===== config.mk =====
export PLATFORM = sky130hd
export DESIGN_NAME = multicycle_controller
export DESIGN_NICKNAME = d
export VERILOG_FILES = /design/src/rtl/riscv_ctrl_pkg.sv /design/src/rtl/alu_decoder.sv /design/src/rtl/multicycle_controller.sv
export SDC_FILE = /design/constraint.sdc
export NUM_CORES = 1
export LEC_CHECK = 0
export BUFFER_PORTS_ARGS = -buffer_cell sky130_fd_sc_hd__buf_2
export CORE_MARGIN = 1
export CORE_UTILIZATION = 43
export DETAILED_ROUTE_END_ITERATION = 7
export GPL_TIMING_DRIVEN = 0
export HOLD_SLACK_MARGIN = 0.03
export PLACE_DENSITY = 0.67
export SYNTH_ARGS = -nofsm -noshare
export SYNTH_HDL_FRONTEND = slang
export SYNTH_SLANG_ARGS = --single-unit

===== constraint.sdc =====
create_clock -name clk -period 5.5 [get_ports clk]
set_input_delay 0.55 -clock clk [delete_from_list [all_inputs] [get_ports clk]]
set_output_delay 0.55 -clock clk [all_outputs]
set_load 0.1 [all_outputs]

===== src/rtl/riscv_ctrl_pkg.sv =====
// Shared encodings for the multicycle RV32 control path:
// opcodes, ALU ops, FSM states and write-back selects.
package riscv_ctrl_pkg;

  localparam logic [6:0] OP_R      = 7'b0110011;
  localparam logic [6:0] OP_IMM    = 7'b0010011;
  localparam logic [6:0] OP_LOAD   = 7'b0000011;
  localparam logic [6:0] OP_STORE  = 7'b0100011;
  localparam logic [6:0] OP_BRANCH = 7'b1100011;
  localparam logic [6:0] OP_JAL    = 7'b1101111;
  localparam logic [6:0] OP_LUI    = 7'b0110111;

  localparam logic [6:0] F7_BASE = 7'b0000000;
  localparam logic [6:0] F7_ALT  = 7'b0100000;

  typedef enum logic [3:0] {
    ALU_ADD  = 4'd0,
    ALU_SUB  = 4'd1,
    ALU_SLL  = 4'd2,
    ALU_SLT  = 4'd3,
    ALU_SLTU = 4'd4,
    ALU_XOR  = 4'd5,
    ALU_SRL  = 4'd6,
    ALU_SRA  = 4'd7,
    ALU_OR   = 4'd8,
    ALU_AND  = 4'd9
  } alu_op_e;

  typedef enum logic [2:0] {
    S_FETCH,
    S_DECODE,
    S_EXECUTE,
    S_MEM,
    S_WRITEBACK
  } state_e;

  typedef enum logic [1:0] {
    WB_ALU = 2'b00,
    WB_MEM = 2'b01,
    WB_PC4 = 2'b10,
    WB_IMM = 2'b11
  } wb_sel_e;

  typedef struct packed {
    logic [6:0] func7;
    logic [2:0] func3;
    logic [6:0] opcode;
  } ctrl_fields_t;

endpackage


===== src/rtl/alu_decoder.sv =====
// Combinational opcode/func3/func7 decode into ALU op,
// operand-B select and an illegal-instruction flag.
module alu_decoder
  import riscv_ctrl_pkg::*;
#(
  parameter bit SUPPORT_SRAI = 1'b1
) (
  input  logic [6:0] opcode,
  input  logic [2:0] func3,
  input  logic [6:0] func7,
  output alu_op_e    alu_op,
  output logic       sel_bw_imm_rs2,
  output logic       illegal
);

  logic is_r;
  logic alt;
  logic f7_ok;

  assign is_r  = (opcode == OP_R);
  assign alt   = (func7 == F7_ALT);
  assign f7_ok = (func7 == F7_BASE) || alt;

  always_comb begin
    alu_op         = ALU_ADD;
    sel_bw_imm_rs2 = 1'b1;
    illegal        = 1'b0;
    unique case (1'b1)
      opcode == OP_R,
      opcode == OP_IMM: begin
        sel_bw_imm_rs2 = is_r;
        unique case (func3)
          3'b000: begin
            // I-type func7 bits are immediate, so only R checks them
            alu_op  = (is_r && alt) ? ALU_SUB : ALU_ADD;
            illegal = is_r && !f7_ok;
          end
          3'b001: begin
            alu_op  = ALU_SLL;
            illegal = !f7_ok;
          end
          3'b010: alu_op = ALU_SLT;
          3'b011: alu_op = ALU_SLTU;
          3'b100: alu_op = ALU_XOR;
          3'b101: begin
            alu_op  = alt ? ALU_SRA : ALU_SRL;
            illegal = !f7_ok
                   || (!is_r && alt && !SUPPORT_SRAI);
          end
          3'b110: alu_op = ALU_OR;
          default: alu_op = ALU_AND;
        endcase
      end
      opcode == OP_LOAD,
      opcode == OP_STORE,
      opcode == OP_JAL,
      opcode == OP_LUI: sel_bw_imm_rs2 = 1'b0;
      opcode == OP_BRANCH: begin
        alu_op  = ALU_SUB;
        illegal = (func3[2:1] != 2'b00);
      end
      default: illegal = 1'b1;
    endcase
  end

endmodule


===== src/rtl/multicycle_controller.sv =====
// Five-state multicycle control FSM: fetch, decode,
// execute, memory access and register write-back.
module multicycle_controller
  import riscv_ctrl_pkg::*;
#(
  parameter int INSTR_WIDTH  = 32,
  parameter int ALU_OP_WIDTH = 4,
  parameter bit SUPPORT_SRAI = 1'b1
) (
  input  logic                    clk,
  input  logic                    rst_n,
  input  logic [INSTR_WIDTH-1:0]  instruction,
  input  logic                    imem_ack,
  input  logic                    dmem_ack,
  input  logic                    alu_zero,
  output logic                    imem_req,
  output logic                    dmem_req,
  output logic                    dmem_read_en,
  output logic                    dmem_write_en,
  output logic [ALU_OP_WIDTH-1:0] alu_op,
  output logic                    sel_bw_imm_rs2,
  output logic                    regfile_write_enable,
  output logic [1:0]              wr_back_sel,
  output logic                    ir_write,
  output logic                    pc_write,
  output logic                    pc_src,
  output logic                    illegal_instr
);

  state_e       state;
  state_e       state_nxt;
  logic         active;
  ctrl_fields_t ir;
  ctrl_fields_t fld;
  ctrl_fields_t dec_in;
  alu_op_e      dec_op;
  logic         dec_sel;
  logic         dec_ill;
  logic         unused_instr;

  assign unused_instr = ^instruction;

  // active holds requests off for the first cycle after reset
  always_ff @(posedge clk or negedge rst_n) begin
    if (!rst_n) begin
      state  <= S_FETCH;
      active <= 1'b0;
      ir     <= '0;
      fld    <= '0;
    end else begin
      state  <= state_nxt;
      active <= 1'b1;
      if (ir_write) begin
        ir <= '{func7:  instruction[31:25],
                func3:  instruction[14:12],
                opcode: instruction[6:0]};
      end
      if (state == S_DECODE) fld <= ir;
    end
  end

  assign dec_in = (state == S_DECODE) ? ir : fld;

  alu_decoder #(
    .SUPPORT_SRAI(SUPPORT_SRAI)
  ) u_alu_decoder (
    .opcode        (dec_in.opcode),
    .func3         (dec_in.func3),
    .func7         (dec_in.func7),
    .alu_op        (dec_op),
    .sel_bw_imm_rs2(dec_sel),
    .illegal       (dec_ill)
  );

  logic is_load;
  logic is_store;
  logic is_br;
  logic taken;

  assign is_load  = (fld.opcode == OP_LOAD);
  assign is_store = (fld.opcode == OP_STORE);
  assign is_br    = (fld.opcode == OP_BRANCH);
  assign taken    = fld.func3[0] ? !alu_zero : alu_zero;

  always_comb begin
    state_nxt            = state;
    imem_req             = 1'b0;
    dmem_req             = 1'b0;
    dmem_read_en         = 1'b0;
    dmem_write_en        = 1'b0;
    alu_op               = '0;
    sel_bw_imm_rs2       = 1'b1;
    regfile_write_enable = 1'b0;
    wr_back_sel          = WB_ALU;
    ir_write             = 1'b0;
    pc_write             = 1'b0;
    pc_src               = 1'b0;
    illegal_instr        = 1'b0;
    unique case (state)
      S_FETCH: begin
        imem_req = active;
        if (active && imem_ack) begin
          ir_write  = 1'b1;
          state_nxt = S_DECODE;
        end
      end
      S_DECODE: begin
        if (dec_ill) begin
          illegal_instr = 1'b1;
          pc_write      = 1'b1;
          state_nxt     = S_FETCH;
        end else begin
          state_nxt = S_EXECUTE;
        end
      end
      S_EXECUTE: begin
        alu_op         = ALU_OP_WIDTH'(dec_op);
        sel_bw_imm_rs2 = dec_sel;
        unique case (1'b1)
          is_load || is_store: state_nxt = S_MEM;
          is_br: begin
            pc_write  = 1'b1;
            pc_src    = taken;
            state_nxt = S_FETCH;
          end
          default: state_nxt = S_WRITEBACK;
        endcase
      end
      S_MEM: begin
        alu_op         = ALU_OP_WIDTH'(dec_op);
        sel_bw_imm_rs2 = dec_sel;
        dmem_req       = 1'b1;
        dmem_read_en   = is_load;
        dmem_write_en  = is_store;
        if (dmem_ack) begin
          pc_write  = is_store;
          state_nxt = is_load ? S_WRITEBACK : S_FETCH;
        end
      end
      S_WRITEBACK: begin
        alu_op               = ALU_OP_WIDTH'(dec_op);
        sel_bw_imm_rs2       = dec_sel;
        regfile_write_enable = 1'b1;
        pc_write             = 1'b1;
        unique case (fld.opcode)
          OP_LOAD: wr_back_sel = WB_MEM;
          OP_JAL: begin
            wr_back_sel = WB_PC4;
            pc_src      = 1'b1;
          end
          OP_LUI:  wr_back_sel = WB_IMM;
          default: wr_back_sel = WB_ALU;
        endcase
        state_nxt = S_FETCH;
      end
      default: state_nxt = S_FETCH;
    endcase
  end

endmodule


# ---- Word level (Yosys, flattened, before mapping)
# Index checks and enable logic that the tools add are counted.
dict set report word_totals {
  regBits 38
  inputBits 37
  wordCells 83
}
dict set report op_classes {
  n_eq_ne 25
  muxes 34
  n_reduce_logical 16
}
# cell n
set ops {}
lappend ops {{$eq A7 B6 Y1 const B} 6}
lappend ops {{$eq A7 B7 Y1 const B} 4}
lappend ops {{$pmux W4 S7} 1}
lappend ops {{$mux W1} 17}
lappend ops {{$mux W17} 1}
lappend ops {{$eq A7 B2 Y1 const B} 2}
lappend ops {{$eq A3 B2 Y1 const B} 4}
lappend ops {{$eq A3 B3 Y1 const B} 4}
lappend ops {{$pmux W3 S4} 1}
lappend ops {{$mux W3} 3}
lappend ops {{$pmux W4 S2} 1}
lappend ops {{$eq A7 B5 Y1 const B} 1}
lappend ops {{$logic_not A7 Y1} 1}
lappend ops {{$eq A3 B1 Y1 const B} 2}
lappend ops {{$logic_not A3 Y1} 2}
lappend ops {{$pmux W1 S2} 3}
lappend ops {{$pmux W2 S3} 1}
lappend ops {{$pmux W3 S2} 1}
lappend ops {{$mux W2} 2}
lappend ops {{$mux W4} 1}
lappend ops {{$ne A2 B2 Y1 const B} 2}
lappend ops {{$pmux W1 S4} 1}
lappend ops {{$reduce_or A2 Y1} 2}
lappend ops {{$reduce_or A4 Y1} 1}
lappend ops {{7 further kinds} 11}

# ---- Longest topological paths before layout
# Gate-level depths: netlist of the first run.
dict set report logic_depth {
  word_depth 10
  mapped_depth 8
  ltp_nobuf 6
}

# ---- Cells and area by module
# Synthesis of the first run repeated with hierarchy kept, for this count alone.
dict set report hier_totals {
  hier_cells 163
  area_unflattened_um2 1969.4
}
# module n_inst cells_each area_each_um2 seq_area_each_um2
set by_module_without_submodules {}
lappend by_module_without_submodules {multicycle_controller 1 131 1757.9 950.9}
lappend by_module_without_submodules {alu_decoder 1 32 211.5 0.0}

# ---- Least setup slack after synthesis of the first run
# No wires, ideal clock.
dict set report synth_timing {
  path_type {register -> output}
  startpoint {reg state[0]}
  endpoint {out wr_back_sel[0]}
  arrival_time_ns 7.894
  path_slack_ns -2.944
  path_stages_with_launch 5
  path_cell_list {dfrtp_1 buf_4 nor3b_1 nand3_1 a2111oi_0}
}
dict set report synth_via {
  elab_chain_len 2
}
# element line
set synth_rtl {}
lappend synth_rtl {{from (decl)} multicycle_controller.sv:30} ;# state_e state;
lappend synth_rtl {{from (signal assigned)} multicycle_controller.sv:51} ;# state <= state_nxt;
lappend synth_rtl {{$eq A3 B3 Y1} multicycle_controller.sv:99} ;# unique case (state)
lappend synth_rtl {{$mux W2} multicycle_controller.sv:99}
lappend synth_rtl {{to (decl)} multicycle_controller.sv:23} ;# output logic [1:0] wr_back_sel,
# No other way between the ends.

# ---- Worst setup path in the final report of the first run
dict set report layout_timing {
  startpoint {reg state[0]}
  endpoint {out alu_op[0]}
}
dict set report layout_via {
  elab_chain_len 8
  elab_cells_between_ends 24
  classes_between {eq/ne (14); mux (6); reduce/logical (4)}
}
# element line
set layout_rtl {}
lappend layout_rtl {{$eq A3 B1 Y1} multicycle_controller.sv:62} ;# assign dec_in = (state == S_DECODE) ? ir : fld;
lappend layout_rtl {{$mux W17} n/a}
lappend layout_rtl {{$eq A7 B6 Y1 (on tied branches)} {alu_decoder.sv:20, alu_decoder.sv:29, alu_decoder.sv:21}}
lappend layout_rtl {{$logic_and A1 B1 Y1} alu_decoder.sv:35} ;# alu_op = (is_r && alt) ? ALU_SUB : ALU_ADD;
lappend layout_rtl {{$mux W1} alu_decoder.sv:35}
lappend layout_rtl {{$pmux W4 S7} alu_decoder.sv:32} ;# unique case (func3)
lappend layout_rtl {{$pmux W4 S2} alu_decoder.sv:28} ;# unique case (1'b1)
lappend layout_rtl {{$mux W4 *} multicycle_controller.sv:99}
lappend layout_rtl {{to (decl)} multicycle_controller.sv:20} ;# output logic [ALU_OP_WIDTH-1:0] alu_op,
# Mark *: on every way between the ends. The rest lies on a longest branch, timed or not.

==> results of run 1 <==
-- power by group through the flow --
stage	clock, mW	combinational, mW	sequential, mW
floorplan	0	0.172	0.375
global placement	0	0.216	0.387
detailed placement	0	0.220	0.389
CTS	0.289	0.221	0.384
global route	0.302	0.249	0.394
finish	0.285	0.222	0.385
-- state kept, by name, summed over array words and instances, names as in the netlist --
| register | count |
|---|---|
| fld | 17 |
| state | 3 |
| ir | 17 |
| active | 1 |
-- cells in the mapped netlist (2+ instances only) --
cell / n / area share
nand2_1: 93 / 0.17
dfrtp_1: 38 / 0.45
nor2_1: 12 / 0.021
o21ai_0: 9 / 0.021
a21oi_1: 8 / 0.019
inv_1: 8 / 0.014
nand3_1: 7 / 0.017
buf_2: 6 / 0.014
clkbuf_1: 6 / 0.011
nor2b_1: 6 / 0.018
nor3_1: 6 / 0.014
mux2i_1: 4 / 0.019
nand4_1: 4 / 0.012
nand3b_1: 3 / 0.011
nor4_1: 3 / 0.0090
nor4b_1: 3 / 0.013
xor2_1: 3 / 0.013
and3_1: 2 / 0.0060
nor3b_1: 2 / 0.0072
o221ai_1: 2 / 0.0084
or3_1: 2 / 0.0060
-- worst paths after layout --
check	start	to	slack (ns)	cells past startpoint
setup / recovery	state[0]	alu_op[0]	2.25	8
hold / removal	rst_n	fld[14]	0.35	1
setup reg to reg	state[0]	state[1]	3.48	6
hold reg to reg	fld[15]	fld[15]	0.47	2
max in group asynchronous	rst_n	ir[7]	4.61	1
min in group clk	instruction[29]	ir[14]	0.44	3
-- worst max-delay path, cell delays in order, from the launching register on --
cell	delay [ns]
dfrtp_1	0.33
buf_4	0.16
nor3b_4	0.42
buf_2	0.31
nand2_1	0.11
nor4_1	0.31
o221ai_1	0.15
a21oi_1	0.17
buf_2	0.44
-- kinds of logic after synthesis --
family,Yosys count,share of synthesized area
AND/OR/NAND/NOR,157,0.3702
flip-flops,38,0.4537
AO/OA/AOI/OAI,31,0.09255
buffers and inverters,22,0.04478
multiplexers,5,0.02448
XOR/XNOR,3,0.01254
other,1,0.001789
-- final cells by class --
type	count	area [sq um]	share of cell area
Inverter	8	30.03	0.01199
Clock inverter	3	68.82	0.02749
Multi-Input combinational cell	197	1069	0.4268
Clock buffer	5	68.82	0.02749
Sequential cell	38	950.9	0.3798
Timing Repair Buffer	37	185.2	0.07396
Buffer	14	63.81	0.02549
Tap cell	54	67.56	0.02699
-- per-stage QoR --
stage | instance area, sq um | power, mW | utilization | setup WS, ns
floorplan | 2113 | 0.5472 | - | 0.5681
global placement | 2366 | 0.6030 | 0.5043 | 2.577
detailed placement | 2366 | 0.6095 | 0.5043 | 2.576
CTS | 2504 | 0.8949 | 0.5336 | 2.236
global route | 2504 | 0.9452 | 0.5336 | 2.036
finish | 2504 | 0.8916 | 0.5336 | 2.248
-- per-layer routing --
layer  track usage  share of wire  up-vias
met5             0              0        -
met4       0.05229         0.0089        0
met3       0.04219          0.042        4
met2        0.3145           0.45       55
met1        0.2983           0.49      869
li1              -              -      957
==> out/qor.yml, run 1 <==
pwr:
  p_per_area_nw_per_um2: 356.1
  combPwrFrac: 0.249
  p_clk_frac: 0.320
  power.switching_uw: 293.4
  switching_share: 0.3291
  seqPwrFrac: 0.431
  peakVddDrop_mv: 0.1764
  leakagePower_nw: 1.250
  power.internal_uw: 598.2
clocking:
  path_clk_slew_ns: 0.08
  clk_latency_ns: 0.29
  holdBufCountCts: 0
  cts_buffer_depth: 2
  h-tree-depth: 2
  post_cts_buffers: 0
  cts_sinks: 38
  cts_tree: "built"
  root_buffer: "clkbuf_8"
  post_cts_resized: 0
  cts_made_buffers: 5
yosys:
  synth-main-ff-cell: "dfrtp_1"
  yosysUniqueCellTypes: 51
  netlist_area_sq_um: 2096
  yosys_warnings: 0
  synth_fp_nets: 294
  synth_edf_count: 0
  avgSynthCellArea_sq_um: 8.155
  ys_ff_latch: 38
  synthArstFlopShare: 1.000
  synthCells: 257
  yosysSeqAreaShare: 0.4537
grt:
  grt_use_total: 0.2054
  grt_pass1_vias: 1704
  grt_antenna_before_repair: 0
  grt_max_degree: 39
  grt_pass1_wl_mm: 8.155
  overflow: 0
sta:
  tightestPinTransition_ns: 0.8268
  slew_violations: 0
  max_freq_mhz: 307.5
  clock-skew-final_ns: 0.004896
  rsz0062_at_grt: "no"
  slew_headroom: 0.4413
  whs_ns: 0.3529
  setup_tns_ns: 0
  finalCritPeriodShare: 0.5912
  hold_viol_final: 0
  setup_viol: 0
  min_period_ns: 3.252
finish:
  area_delta_synth_final_pct: 19.46
  num_antenna_cells: 0
  fin_cells: 356
  layout_commonest_cell: "nand2_1"
  final_cell_mix: "nand2_1, buf_2, dfrtp_1"
  drive_gt1_frac: 0.2185
  fill_cells: 469
  nNetsFinal: 338
die:
  die_area_sq_um: 5157
  start_util: 0.4467
  coreArea_sq_um: 4692
  die_h_um: 71.82
  rows: 25
  die_w_um: 71.82
  io_pins: 53
setup_path:
  cp.required_ns: 4.95
  path_class: "reg -> out"
  crit_path_start_kind: "register"
  worstPathArrival_ns: 2.70
  critPathMaxFanout: 10
  cp-end-kind: "output pin"
hold_path:
  hold_class: "in -> async"
detailed_routing:
  vias: 1885
  ant_nets: 0
  avgRoutedWirePerCell_um: 13.56
  first_pass_iters: 5
  drcViolationCount: 0
  routed_wl_mm: 4.827
  drt_iter0_drc: 86
  vias_per_cell: 5.295
placed_design:
  dp_cells: 348
  portBuffers: 37
  gp_congestion: 0.8691
  dp_hpwl_mm: 3.597
job:
  cap_viol_max_count: 0
outcome:
  status: "finished, final reports clean"
(Power assumes the default switching activity.)
==> run 2: changes to the inputs <==
ABC_AREA = 1   (was unset)
clock period = 3.1 ns   (was 5.5 ns; I/O delays follow)
==> run 2 against run 1 <==
  * Clock-buffer cell count up 1
  * The flow now finishes with violations (DRC)
  * Power rose to 2.5 times the previous value
  * Critical path type unchanged
  * Largest power group is now combinational cells
  * Largest cell class is now flip-flops and latches
  * Global-route usage down 0.46 points
  * Cell count up 3.9%
  * Sequential power up 110%
  * Sequential share of layout area up 1.7 points
==> out/qor.yml, run 2 <==
outcome:
  status: "finished with violations"
  violations: "DRC"
sta:
  worst_slack_ns: 0.3196  # -1.929 ns
  slew_violations: 0  # unchanged
  max_freq_mhz: 359.7
  tightestPinTransition_ns: 0.8561  # +0.02929 ns
  clock-skew-final_ns: 0.006172  # +0.001276 ns
  min_period_ns: 2.780
  setup_viol: 0  # unchanged
  finalCritPeriodShare: 0.8969
  slew_headroom: 0.4293  # -0.01201
  hold_viol_final: 0  # unchanged
  rsz0062_at_grt: "no"
clocking:
  clk_latency_ns: 0.29  # about the same
  root_buffer: "clkbuf_8"
  cts_sinks: 38  # unchanged
  path_clk_slew_ns: 0.07  # about the same
  h-tree-depth: 2  # unchanged
  holdBufCountCts: 0  # unchanged
  cts_made_buffers: 5  # unchanged
  cts_buffer_depth: 2  # unchanged
  cts_tree: "built"
setup_path:
  worstPathArrival_ns: 2.47  # -0.23 ns
  reg2reg_depth: 8  # +2
  crit_path_start_kind: "register"
  cp-end-kind: "output pin"
  critPathMaxFanout: 10  # unchanged
  cp.required_ns: 2.79  # -2.16 ns
  path_class: "reg -> out"
detailed_routing:
  vias_per_cell: 4.932  # -6.8%
  vias: 1825  # -3.2%
  avgRoutedWirePerCell_um: 12.09  # -11%
  drt_iter0_drc: 104  # +21%
  first_pass_iters: 6  # +1
  drcViolationCount: 2  # +2
  ant_nets: 0  # unchanged
  routed_wl_mm: 4.473  # -7.3%
finish:
  final_cell_area_sq_um: 2397  # -4.2%
  nNetsFinal: 356  # +5.3%
  fill_cells: 452  # -3.6%
  num_antenna_cells: 0  # unchanged
  area_delta_synth_final_pct: 18.56
  drive_gt1_frac: 0.2453  # +0.02674
  top_regs: "fld x17, ir x17, state x3"
  final_cell_mix: "nand2_1, buf_2, dfrtp_1"
  multi_input_area_sq_um: 938.4  # -12%
  layout_commonest_cell: "nand2_1"
  seq_area_sq_um: 950.9  # unchanged
die:
  rows: 24  # -4.0%
  start_util: 0.4550  # +0.008288
  die_w_um: 70.57  # -1.7%
  coreArea_sq_um: 4444  # -5.3%
  die_area_sq_um: 4980  # -3.4%
  io_pins: 53  # unchanged
  die_h_um: 70.57  # -1.7%
yosys:
  yosysSeqAreaShare: 0.4703  # +0.01657
  synth_top_cell_area_share: 0.4703  # +0.01657
  synth_edf_count: 0  # unchanged
  synth.area.top_cells: "dfrtp_1, nand2_1, nand3_1"
  synth_top_cell_by_area: "dfrtp_1"
  yosys_warnings: 0  # unchanged
  yosysUniqueCellTypes: 28  # -45%
  yosys.cell_count.top_type: "nand2_1"
  avgSynthCellArea_sq_um: 7.353  # -9.8%
  synthArstFlopShare: 1.000  # unchanged
  synth_fp_nets: 312  # +6.1%
  synthCells: 275  # +7.0%
  netlist_area_sq_um: 2022  # -3.5%
  ys_ff_latch: 38  # unchanged
  synth-main-ff-cell: "dfrtp_1"
  yosys-top-cells-count: "nand2_1, dfrtp_1, inv_1"
grt:
  grt_max_degree: 39  # unchanged
  overflow: 0  # unchanged
  grt_use_total: 0.2007  # -0.004615
  grt_antenna_before_repair: 0  # unchanged
  grt_pass1_vias: 1682  # -1.3%
  grt_pass1_wl_mm: 7.762  # -4.8%
placed_design:
  dp_slack_ns: 0.5329  # -2.043 ns
  post_dp_cell_area_sq_um: 2312  # -2.3%
  gp_congestion: 0.8043  # -7.5%
  portBuffers: 37  # unchanged
  dp_hpwl_mm: 3.407  # -5.3%
pwr:
  leakagePower_nw: 1.368  # +9.5%
  p_per_area_nw_per_um2: 945.6  # +170%
  peakVddDrop_mv: 0.4465  # +150%
job:
  cap_viol_max_count: 0  # unchanged
hold_path:
  hold_class: "in -> async"
-- run 2: path summary, 6_finish.rpt --
path | startpoint | end | slack [ns]
min in group clk | instruction[27] | ir[12] | 0.22
min | rst_n | state[0] | 0.13
max in group asynchronous | rst_n | fld[16] | 2.43
max | state[2] | alu_op[0] | 0.32
min reg2reg | ir[11] | ir[11] | 0.47
max reg2reg | state[0] | ir[9] | 1.22
-- run 2: report_power, final --
group / total, mW / switching (mW) / internal, mW
clock network: 0.336 / 0.164 / 0.172
registers: 0.827 / 0.116 / 0.710
logic: 1.10 / 0.793 / 0.311
total: 2.27 / 1.07 / 1.19
-- run 2: kinds of logic (layout without fill, tap and decap cells) --
kind of cell / after synthesis / after routing / share of synthesized area
xor+xnor: 1 / 1 / 0.004332
compound gates: 17 / 17 / 0.04579
simple gates: 177 / 177 / 0.3923
buf+inv: 41 / 84 / 0.08539
flops: 38 / 38 / 0.4703
other cells: 1 / 1 / 0.001855
-- run 2: metal layers --
metal	GRT usage	part of all wire	vias to the layer above
met5	0	0	-
met4	0.07778	0.016	0
met3	0.03134	0.039	6
met2	0.3182	0.45	37
met1	0.2796	0.49	836
li1	-	-	946
-- run 2: cell type report --
| type | count | area share |
|---|---|---|
| inverters | 34 | 0.05324 |
| flip-flops and latches | 38 | 0.3967 |
| well taps | 52 | 0.02714 |
| repair buffers | 37 | 0.07829 |
| plain buffers | 7 | 0.01879 |
| multi-input cells | 196 | 0.3914 |
| clock buffers | 6 | 0.03445 |
-- run 2: worst max-delay path, cell delays in order, from the launching register on --
cell	delay (ns)
dfrtp_1	0.44
inv_2	0.12
nand3_2	0.11
buf_2	0.21
o21ai_0	0.24
inv_1	0.08
nor4_1	0.41
a21oi_1	0.14
nor2_2	0.10
clkbuf_4	0.33
-- run 2: metrics by stage --
step / std cells / TNS (ns) / power [mW] / hold WS, ns / util
after floorplan: 275 / -0.2182 / 1.707 / 0.01441 / -
after global placement: 364 / 0 / 1.921 / 0.4558 / 0.5203
after detailed placement: 364 / 0 / 1.943 / 0.4611 / 0.5203
after CTS: 370 / 0 / 2.284 / 0.1559 / 0.5389
after global routing: 370 / 0 / 2.478 / 0.2017 / 0.5394
final: 370 / 0 / 2.267 / 0.1256 / 0.5394
-- run 2: what timing repair did --
action / in CTS / in global routing
endpoints found under the hold margin: 0 / 0
buffers inserted: 0 / 0
endpoints found under the setup margin: 0 / 1
gates resized for setup: 0 / 1
